--- config.mk ---
export PLATFORM = sky130hd
export DESIGN_NAME = uart_rx
export DESIGN_NICKNAME = d
export VERILOG_FILES = /design/src/rtl/uart_pkg.sv /design/src/rtl/sync_2ff.sv /design/src/rtl/uart_rx.sv
export SDC_FILE = /design/constraint.sdc
export NUM_CORES = 1
export LEC_CHECK = 0
export CELL_PAD_IN_SITES_DETAIL_PLACEMENT = 0
export CELL_PAD_IN_SITES_GLOBAL_PLACEMENT = 1
export CORE_MARGIN = 2
export CORE_UTILIZATION = 44
export DETAILED_ROUTE_END_ITERATION = 16
export PLACE_DENSITY_LB_ADDON = 0.15
export REMOVE_ABC_BUFFERS = 1
export SYNTH_ARGS = -nofsm -noshare
export SYNTH_HDL_FRONTEND = slang
export SYNTH_SLANG_ARGS = --single-unit
--- constraint.sdc ---
create_clock -name clk -period 4.1 [get_ports clk]
set_input_delay 1.23 -clock clk [delete_from_list [all_inputs] [get_ports clk]]
set_output_delay 1.23 -clock clk [all_outputs]
set_load 0.005 [all_outputs]
--- src/rtl/uart_pkg.sv ---
// Shared UART definitions: receiver FSM states, oversampling constants and
// a counter-width helper used to size the receiver's tick and bit counters.
package uart_pkg;

  typedef enum logic [2:0] {
    IDLE   = 3'd0,
    START  = 3'd1,
    DATA   = 3'd2,
    PARITY = 3'd3,
    STOP   = 3'd4
  } uart_state_e;

  localparam int unsigned OVERSAMPLE = 16;
  localparam int unsigned MID_SAMPLE = 7;

  // Stop-phase tick counts for 1, 1.5 and 2 stop bits
  localparam int unsigned SB_TICK_1   = 16;
  localparam int unsigned SB_TICK_1P5 = 24;
  localparam int unsigned SB_TICK_2   = 32;

  // Bits needed to hold values 0..max_val (at least one bit)
  function automatic int unsigned cnt_width(input int unsigned max_val);
    return (max_val < 2) ? 1 : $clog2(max_val + 1);
  endfunction

endpackage

--- src/rtl/sync_2ff.sv ---
// Two-flop synchroniser for asynchronous inputs, with a configurable reset
// value so idle-high lines come out of reset in their idle state.
module sync_2ff #(
  parameter int unsigned      WIDTH   = 1,
  parameter logic [WIDTH-1:0] RST_VAL = '0
) (
  input  logic             clk,
  input  logic             reset,
  input  logic [WIDTH-1:0] d,
  output logic [WIDTH-1:0] q
);

  logic [WIDTH-1:0] meta_d, meta_q;
  logic [WIDTH-1:0] sync_d, sync_q;

  always_comb begin
    meta_d = d;
    sync_d = meta_q;
  end

  always_ff @(posedge clk) begin
    if (reset) begin
      meta_q <= RST_VAL;
      sync_q <= RST_VAL;
    end else begin
      meta_q <= meta_d;
      sync_q <= sync_d;
    end
  end

  assign q = sync_q;

endmodule

--- src/rtl/uart_rx.sv ---
// UART receiver: 16x oversampled deserialiser with optional parity check,
// framing-error report and a one-cycle completion pulse with held outputs.
module uart_rx
  import uart_pkg::*;
#(
  parameter int unsigned DBIT       = 8,
  parameter int unsigned SB_TICK    = SB_TICK_1,
  parameter int unsigned PARITY_EN  = 0,
  parameter int unsigned PARITY_ODD = 0
) (
  input  logic            clk,
  input  logic            reset,
  input  logic            rx,
  input  logic            s_tick,
  output logic            rx_done_tick,
  output logic [DBIT-1:0] dout,
  output logic            parity_err,
  output logic            frame_err
);

  localparam int unsigned S_MAX = (SB_TICK > OVERSAMPLE) ? SB_TICK : OVERSAMPLE;
  localparam int unsigned S_W   = cnt_width(S_MAX - 1);
  localparam int unsigned N_W   = cnt_width(DBIT - 1);

  localparam logic [S_W-1:0] S_MID      = S_W'(MID_SAMPLE);
  localparam logic [S_W-1:0] S_BIT_END  = S_W'(OVERSAMPLE - 1);
  localparam logic [S_W-1:0] S_STOP_END = S_W'(SB_TICK - 1);
  localparam logic [S_W-1:0] S_ONE      = S_W'(1);
  localparam logic [N_W-1:0] N_LAST     = N_W'(DBIT - 1);
  localparam logic [N_W-1:0] N_ONE      = N_W'(1);
  localparam logic           PAR_EN     = (PARITY_EN != 0);
  localparam logic           PAR_ODD    = (PARITY_ODD != 0);

  logic rx_s;

  uart_state_e     state_d, state_q;
  logic [S_W-1:0]  s_d, s_q;
  logic [N_W-1:0]  n_d, n_q;
  logic [DBIT-1:0] b_d, b_q;
  logic            par_bad_d, par_bad_q;
  logic            done_d, done_q;
  logic [DBIT-1:0] dout_d, dout_q;
  logic            parity_err_d, parity_err_q;
  logic            frame_err_d, frame_err_q;

  sync_2ff #(
    .WIDTH   (1),
    .RST_VAL (1'b1)
  ) u_rx_sync (
    .clk   (clk),
    .reset (reset),
    .d     (rx),
    .q     (rx_s)
  );

  // Next-state, datapath and completion-update logic
  always_comb begin
    state_d      = state_q;
    s_d          = s_q;
    n_d          = n_q;
    b_d          = b_q;
    par_bad_d    = par_bad_q;
    done_d       = 1'b0;
    dout_d       = dout_q;
    parity_err_d = parity_err_q;
    frame_err_d  = frame_err_q;

    unique case (state_q)
      IDLE: begin
        // Start edge is watched every clk so back-to-back frames lose nothing
        if (!rx_s) begin
          state_d = START;
          s_d     = '0;
        end
      end

      START: begin
        if (s_tick) begin
          if (s_q == S_MID) begin
            if (!rx_s) begin
              state_d = DATA;
              s_d     = '0;
              n_d     = '0;
            end else begin
              state_d = IDLE;
            end
          end else begin
            s_d = s_q + S_ONE;
          end
        end
      end

      DATA: begin
        if (s_tick) begin
          if (s_q == S_BIT_END) begin
            b_d = {rx_s, b_q[DBIT-1:1]};
            s_d = '0;
            if (n_q == N_LAST) begin
              state_d = PAR_EN ? PARITY : STOP;
            end else begin
              n_d = n_q + N_ONE;
            end
          end else begin
            s_d = s_q + S_ONE;
          end
        end
      end

      PARITY: begin
        if (s_tick) begin
          if (s_q == S_BIT_END) begin
            par_bad_d = (^b_q) ^ rx_s ^ PAR_ODD;
            s_d       = '0;
            state_d   = STOP;
          end else begin
            s_d = s_q + S_ONE;
          end
        end
      end

      STOP: begin
        if (s_tick) begin
          if (s_q == S_STOP_END) begin
            state_d      = IDLE;
            done_d       = 1'b1;
            dout_d       = b_q;
            frame_err_d  = ~rx_s;
            parity_err_d = PAR_EN & par_bad_q;
          end else begin
            s_d = s_q + S_ONE;
          end
        end
      end

      default: begin
        state_d = IDLE;
      end
    endcase
  end

  always_ff @(posedge clk) begin
    if (reset) begin
      state_q      <= IDLE;
      s_q          <= '0;
      n_q          <= '0;
      b_q          <= '0;
      par_bad_q    <= 1'b0;
      done_q       <= 1'b0;
      dout_q       <= '0;
      parity_err_q <= 1'b0;
      frame_err_q  <= 1'b0;
    end else begin
      state_q      <= state_d;
      s_q          <= s_d;
      n_q          <= n_d;
      b_q          <= b_d;
      par_bad_q    <= par_bad_d;
      done_q       <= done_d;
      dout_q       <= dout_d;
      parity_err_q <= parity_err_d;
      frame_err_q  <= frame_err_d;
    end
  end

  assign rx_done_tick = done_q;
  assign dout         = dout_q;
  assign parity_err   = parity_err_q;
  assign frame_err    = frame_err_q;

endmodule

==> results.sh, run 1 <==
export IMPL_worst_pin_slew_ps=544
export IMPL_worst_hold_slack_ps=420
export IMPL_crit_chain="clkdlybuf4s50_1, nand4_4, nor4_1, o2111ai_1, a21oi_1"
export IMPL_gr_total_overflow=0
export IMPL_p_int_mw=0.394
export IMPL_grt_max_degree=20
export IMPL_ff2ff_path_depth=5
export IMPL_setup_tns_ps=0
export IMPL_synth_edff_count=0
export IMPL_crit_slowest_cell="clkdlybuf4s50_1"
export IMPL_dieWidth_um=59.7
export IMPL_crit_required_ps=4360
export IMPL_ys_seq_elements=30
export IMPL_drt_iter0_drc=36
export IMPL_start_kind="input port"
export IMPL_ctsResizeCount=0
export IMPL_core_um2=3000
export IMPL_avgRoutedWirePerCell_um=13.8
export IMPL_worstSkewPairLatency_ps=330
export IMPL_critPathArrivalTime_ps=2910
export IMPL_drc=0
export IMPL_final_nets=172
export IMPL_critPathMaxFanout=9
export IMPL_synthMuxAreaShare_pct=6.68
export IMPL_synthTopCellsByCount="dfxtp_1, nand2_1, a21oi_1"
export IMPL_ys_warn_count=0
export IMPL_async_flop_share_pct=0
export IMPL_synth_top_family_by_area="simple AND/OR/NAND/NOR gates"
export IMPL_skew_ps=12.4
export IMPL_grt_total_usage_pct=17.6
export IMPL_vias=1122
export IMPL_synth_xor_area_share_pct=0.641
export IMPL_relSlewSlack_pct=63.7
export IMPL_initial_core_util_pct=45.5
export IMPL_slew_violations=0
export IMPL_die_height_um=59.7
export IMPL_synth_largest_area_cell="dfxtp_1"
export IMPL_power_frac_seq_pct=58.5
export IMPL_hold_viol=0
export IMPL_clk_pin_slew_ps=100
export IMPL_leakage_nw=0.539
export IMPL_period_needed_ps=2640
export IMPL_ant_nets=0
export IMPL_power_switching_mw=0.126
export IMPL_io_buffers=13
export IMPL_yosysMostFrequentCell="dfxtp_1"
export IMPL_cts_tree="done"
export IMPL_synth_avg_cell_area_um2=8.87
export IMPL_synthesis_area_um2=1370
export IMPL_grt_pass1_wl_um=4620
export IMPL_grt_pass1_vias=1031
export IMPL_syn_to_final_growth_pct=13.8
export IMPL_rows=20
export IMPL_wl_um=2750
export IMPL_yosys_area_share_adder_pct=3.48
export IMPL_first_pass_iters=4
export IMPL_boundaryPins=15
export IMPL_synth_compound_area_share_pct=14.1
export IMPL_cts_hold_buffers=0
export IMPL_setup_viol=0
export IMPL_synth_top_cell_area_share_pct=44.0
export IMPL_min_period_over_period_pct=64.5
export IMPL_outcome="completed"
export IMPL_max_cap_violations=0
export IMPL_drive_gt1_share_pct=8.43
export IMPL_routabilityCongestion=0.721
export IMPL_end_kind="register"
export IMPL_sw_frac_of_total_pct=24.3
export IMPL_yosysSeqAreaShare_pct=44.0
export IMPL_place_hpwl_um=1930
export IMPL_cts_sinks=30
export IMPL_synthFlopType="dfxtp_1"
export IMPL_die_area_um2=3570
export IMPL_htree_levels=2
export IMPL_yosys_area_share_simple_pct=26.4
export IMPL_cpPeakStageDelay_ps=610
export IMPL_vias_per_cell=5.64
export IMPL_grt_setup_unrepaired="false"
export IMPL_hold_path_depth=1
export IMPL_crit_type="input port to register"
export IMPL_peakVddDrop_mv=0.160
export IMPL_synthDistinctLibCells=39
export IMPL_fmaxAchievable_mhz=378
export IMPL_comb_power_share_pct=6.0
export IMPL_syn_inst=154
export IMPL_cts_buffers=5
export IMPL_power_density_nw_per_um2=334
export IMPL_postCtsSetupRepairBufs=0
export IMPL_p_clk_share_pct=35.5
export IMPL_worstHoldPathType="register to register"
export IMPL_grt_antenna_before_repair=0
export IMPL_cts_max_path_buffers=2
export IMPL_fillers=289
export IMPL_cts_root_buf="clkbuf_4"
export IMPL_n_antenna_cell=0
export IMPL_synth_top_cells_by_area="dfxtp_1, a21oi_1, mux2i_1"
[path summary, 6_finish.rpt]
kind | from | to | slack (ps)
hold reg to reg | u_rx_sync.meta_q$_SDFF_PP1_ | u_rx_sync.q$_SDFF_PP1_ | 420
setup reg to reg | s_q[0]$_SDFFE_PP0P_ | n_q[1]$_SDFFE_PP0P_ | 2270
setup / recovery | s_tick | n_q[1]$_SDFFE_PP0P_ | 1460
hold / removal | u_rx_sync.meta_q$_SDFF_PP1_ | u_rx_sync.q$_SDFF_PP1_ | 420
[per-layer routing]
metal	track usage, %	vias up	routed length, um
met5	0	-	0
met4	6.67	0	46
met1	21.4	534	1310
li1	-	564	-
met2	28.9	19	1290
met3	5.84	5	103
[layout by cell type (no fill, tap or decap), types with 4 or more instances in the layout]
master	n
nand2_1	20
nand2b_1	4
nor2_1	14
clkdlybuf4s50_1	13
a21oi_1	16
dfxtp_1	30
nand3_1	6
clkbuf_4	5
mux2i_1	8
nor3b_1	4
[power by group through the flow]
| stage | clock network [mW] | logic (mW) | registers [mW] |
|---|---|---|---|
| 6_report | 0.185 | 0.0311 | 0.304 |
| 5_1_grt | 0.202 | 0.0341 | 0.305 |
| 4_1_cts | 0.191 | 0.0312 | 0.304 |
| 3_5_place_dp | 0 | 0.0311 | 0.311 |
| 3_3_place_gp | 0 | 0.0301 | 0.311 |
| 2_1_floorplan | 0 | 0.0190 | 0.308 |
[registers in the layout, summed over array words and instances (netlist names)]
signal and count:
b_q 8, dout 8, s_q 4, n_q 3, state_q 3, frame_err 1
rx_done_tick 1, u_rx_sync.meta_q 1, u_rx_sync.q 1
[area by class of cell]
| cell class | instances | area (um2) | area share (%) |
|---|---|---|---|
| timing repair buffer | 14 | 138 | 8.85 |
| clock inverter | 1 | 5.00 | 0.322 |
| multi-input combinational | 111 | 704 | 45.3 |
| tap | 33 | 41.3 | 2.65 |
| clock buffer | 7 | 55.1 | 3.54 |
| inverter | 3 | 11.3 | 0.724 |
| sequential | 30 | 601 | 38.6 |
[critical path: cells and delay by family]
family	cells	cell delay [ps]
simple gates	2	710
buf+inv	1	610
compound gates	2	350
[through the flow]
step,setup WS [ps],cells,total power [mW],area (um2),util [%]
6_report,1460,199,0.520,1560,51.8
5_1_grt,1300,199,0.541,1560,51.8
4_1_cts,1480,199,0.526,1560,51.8
3_5_place_dp,1130,191,0.342,1500,49.8
3_3_place_gp,1180,191,0.341,1500,49.8
2_1_floorplan,1920,144,0.328,1320,-
[logic make-up after synthesis]
group | after synthesis
and+or+nand+nor | 66
adders and majority gates | 4
AOI/OAI and AO/OA | 30
buffers and inverters | 13
other | 1
xor gates and xnor gates | 1
muxes | 9
DFF | 30
No activity file was read; power rests on OpenSTA's default activity.
==> run 2: changes to the inputs <==
--- a/config.mk
+++ b/config.mk
@@ -8,7 +8,7 @@
 export CELL_PAD_IN_SITES_DETAIL_PLACEMENT = 0
 export CELL_PAD_IN_SITES_GLOBAL_PLACEMENT = 1
 export CORE_MARGIN = 2
-export CORE_UTILIZATION = 44
+export CORE_UTILIZATION = 41
 export DETAILED_ROUTE_END_ITERATION = 16
 export PLACE_DENSITY_LB_ADDON = 0.15
 export REMOVE_ABC_BUFFERS = 1
==> constraint.sdc (replaced) <==
create_clock -name clk -period 2.48 [get_ports clk]
set_input_delay 0.744 -clock clk [delete_from_list [all_inputs] [get_ports clk]]
set_output_delay 0.744 -clock clk [all_outputs]
set_load 0.005 [all_outputs]
==> run 2 against run 1 <==
Routed wire length decreased by 8.3%; first-iteration DRC count decreased by 36%; critical path depth unchanged; clock skew decreased by 4.7 ps; total power increased by 66%; register-to-register slack got worse by 1500 ps.
==> results.sh, run 2 (synthesized netlist as in run 1, its figures left out) <==
export IMPL_reg2reg_setup_slack_ps=750
export IMPL_cts_root_buf="clkbuf_4"
export IMPL_vias=1121
export IMPL_crit_chain="clkdlybuf4s50_1, nor3b_1, a22oi_1, o21ba_1, mux2_2"
export IMPL_skew_ps=7.73
export IMPL_rows=20
export IMPL_min_period_over_period_pct=81.7
export IMPL_cpPeakStageDelay_ps=600
export IMPL_peakVddDrop_mv=0.347
export IMPL_critPathArrivalTime_ps=2240
export IMPL_cts_tree="done"
export IMPL_relSlewSlack_pct=64.2
export IMPL_mostFrequentLayoutCell="dfxtp_1"
export IMPL_gr_total_overflow=0
export IMPL_grt_pass1_vias=979
export IMPL_core_um2=3100
export IMPL_htree_levels=2
export IMPL_setup_viol=0
export IMPL_leakage_nw=0.552
export IMPL_grt_setup_unrepaired="false"
export IMPL_design_area_um2=1600
export IMPL_drive_gt1_share_pct=10.1
export IMPL_cts_hold_buffers=0
export IMPL_grt_pass1_wl_um=4210
export IMPL_crit_required_ps=2700
export IMPL_start_kind="input port"
export IMPL_end_kind="register"
export IMPL_grt_antenna_before_repair=0
export IMPL_outcome="completed"
export IMPL_ctsResizeCount=0
export IMPL_worstSkewPairLatency_ps=320
export IMPL_power_mw=0.861
export IMPL_final_nets=174
export IMPL_syn_to_final_growth_pct=17.1
export IMPL_die_area_um2=3810
export IMPL_power_density_nw_per_um2=538
export IMPL_grt_max_degree=27
export IMPL_slew_violations=0
export IMPL_drt_iter0_drc=23
export IMPL_period_needed_ps=2030
export IMPL_routabilityCongestion=0.871
export IMPL_worstHoldPathType="register to register"
export IMPL_dieWidth_um=61.7
export IMPL_io_buffers=13
export IMPL_postPlaceCellArea_um2=1540
export IMPL_max_cap_violations=0
export IMPL_drc=0
export IMPL_vias_per_cell=5.29
export IMPL_worst_pin_slew_ps=536
export IMPL_avgRoutedWirePerCell_um=11.9
export IMPL_cts_sinks=30
export IMPL_hold_viol=0
export IMPL_die_height_um=61.7
export IMPL_first_pass_iters=4
export IMPL_boundaryPins=15
export IMPL_final_cell_mix="dfxtp_1, nand2_1, a21oi_1, nor2_1, clkdlybuf4s50_1"
export IMPL_setup_tns_ps=0
export IMPL_grt_total_usage_pct=15.5
export IMPL_crit_slowest_cell="clkdlybuf4s50_1"
export IMPL_cts_buffers=5
export IMPL_n_antenna_cell=0
export IMPL_postCtsSetupRepairBufs=0
export IMPL_multiInputGateArea_um2=704
export IMPL_initial_core_util_pct=44.0
export IMPL_ant_nets=0
export IMPL_cts_max_path_buffers=2
export IMPL_critPathMaxFanout=6
export IMPL_fmaxAchievable_mhz=494
export IMPL_wl_um=2520
export IMPL_final_util_pct=51.6
export IMPL_place_hpwl_um=1800
export IMPL_clk_pin_slew_ps=100
export IMPL_fillers=312
export IMPL_crit_type="input port to register"
export IMPL_area_sequential_um2=601
## run 2: cell count changes in the layout (fill, tap and decap cells not counted)
cell / before / now
buf_12: 0 / 1
buf_4: 1 / 2
clkbuf_1: 1 / 0
clkinvlp_4: 0 / 1
## run 2: layer usage
metal,share of wire [%],global-route usage [%],vias to the layer above
met5,0,0,-
met4,1.5,5.78,0
met3,3.9,6.83,8
met2,46,24.2,26
met1,48,18.8,519
li1,-,-,568
## run 2: cell type report
type	count	area share (%)
flip-flops and latches	30	37.5
well taps	44	3.44
clock buffers	6	3.21
repair buffers	16	10.3
multi-input cells	111	44.0
inverters	3	0.704
clock inverters	2	0.782
## run 2: stage by stage
step / instances / hold slack (ps) / setup slack (ps)
after detailed placement: 204 / 406 / 130
after floorplan: 144 / 389 / 787
after global placement: 204 / 396 / 149
after global routing: 212 / 445 / 371
final: 212 / 424 / 454
after CTS: 212 / 430 / 481
## run 2: power breakdown
part           leakage [nW]  switching, mW  internal [mW]
clock network        0.0343          0.172          0.136
registers             0.243         0.0139          0.489
logic                 0.275         0.0254         0.0249
total                 0.552          0.211          0.650
## run 2: worst paths after layout
kind                               start                     end  cells after the start
min          u_rx_sync.meta_q$_SDFF_PP1_  u_rx_sync.q$_SDFF_PP1_                      1
min reg2reg  u_rx_sync.meta_q$_SDFF_PP1_  u_rx_sync.q$_SDFF_PP1_                      1
max                               s_tick     s_q[0]$_SDFFE_PP0P_                      5
max reg2reg          s_q[0]$_SDFFE_PP0P_     s_q[0]$_SDFFE_PP0P_                      5
## run 2: worst max-delay path, delay by kind of cell
| kind | cells | cell delay, ps |
|---|---|---|
| muxes | 1 | 260 |
| buffers and inverters | 1 | 600 |
| AOI/OAI and AO/OA | 2 | 360 |
| and+or+nand+nor | 1 | 280 |
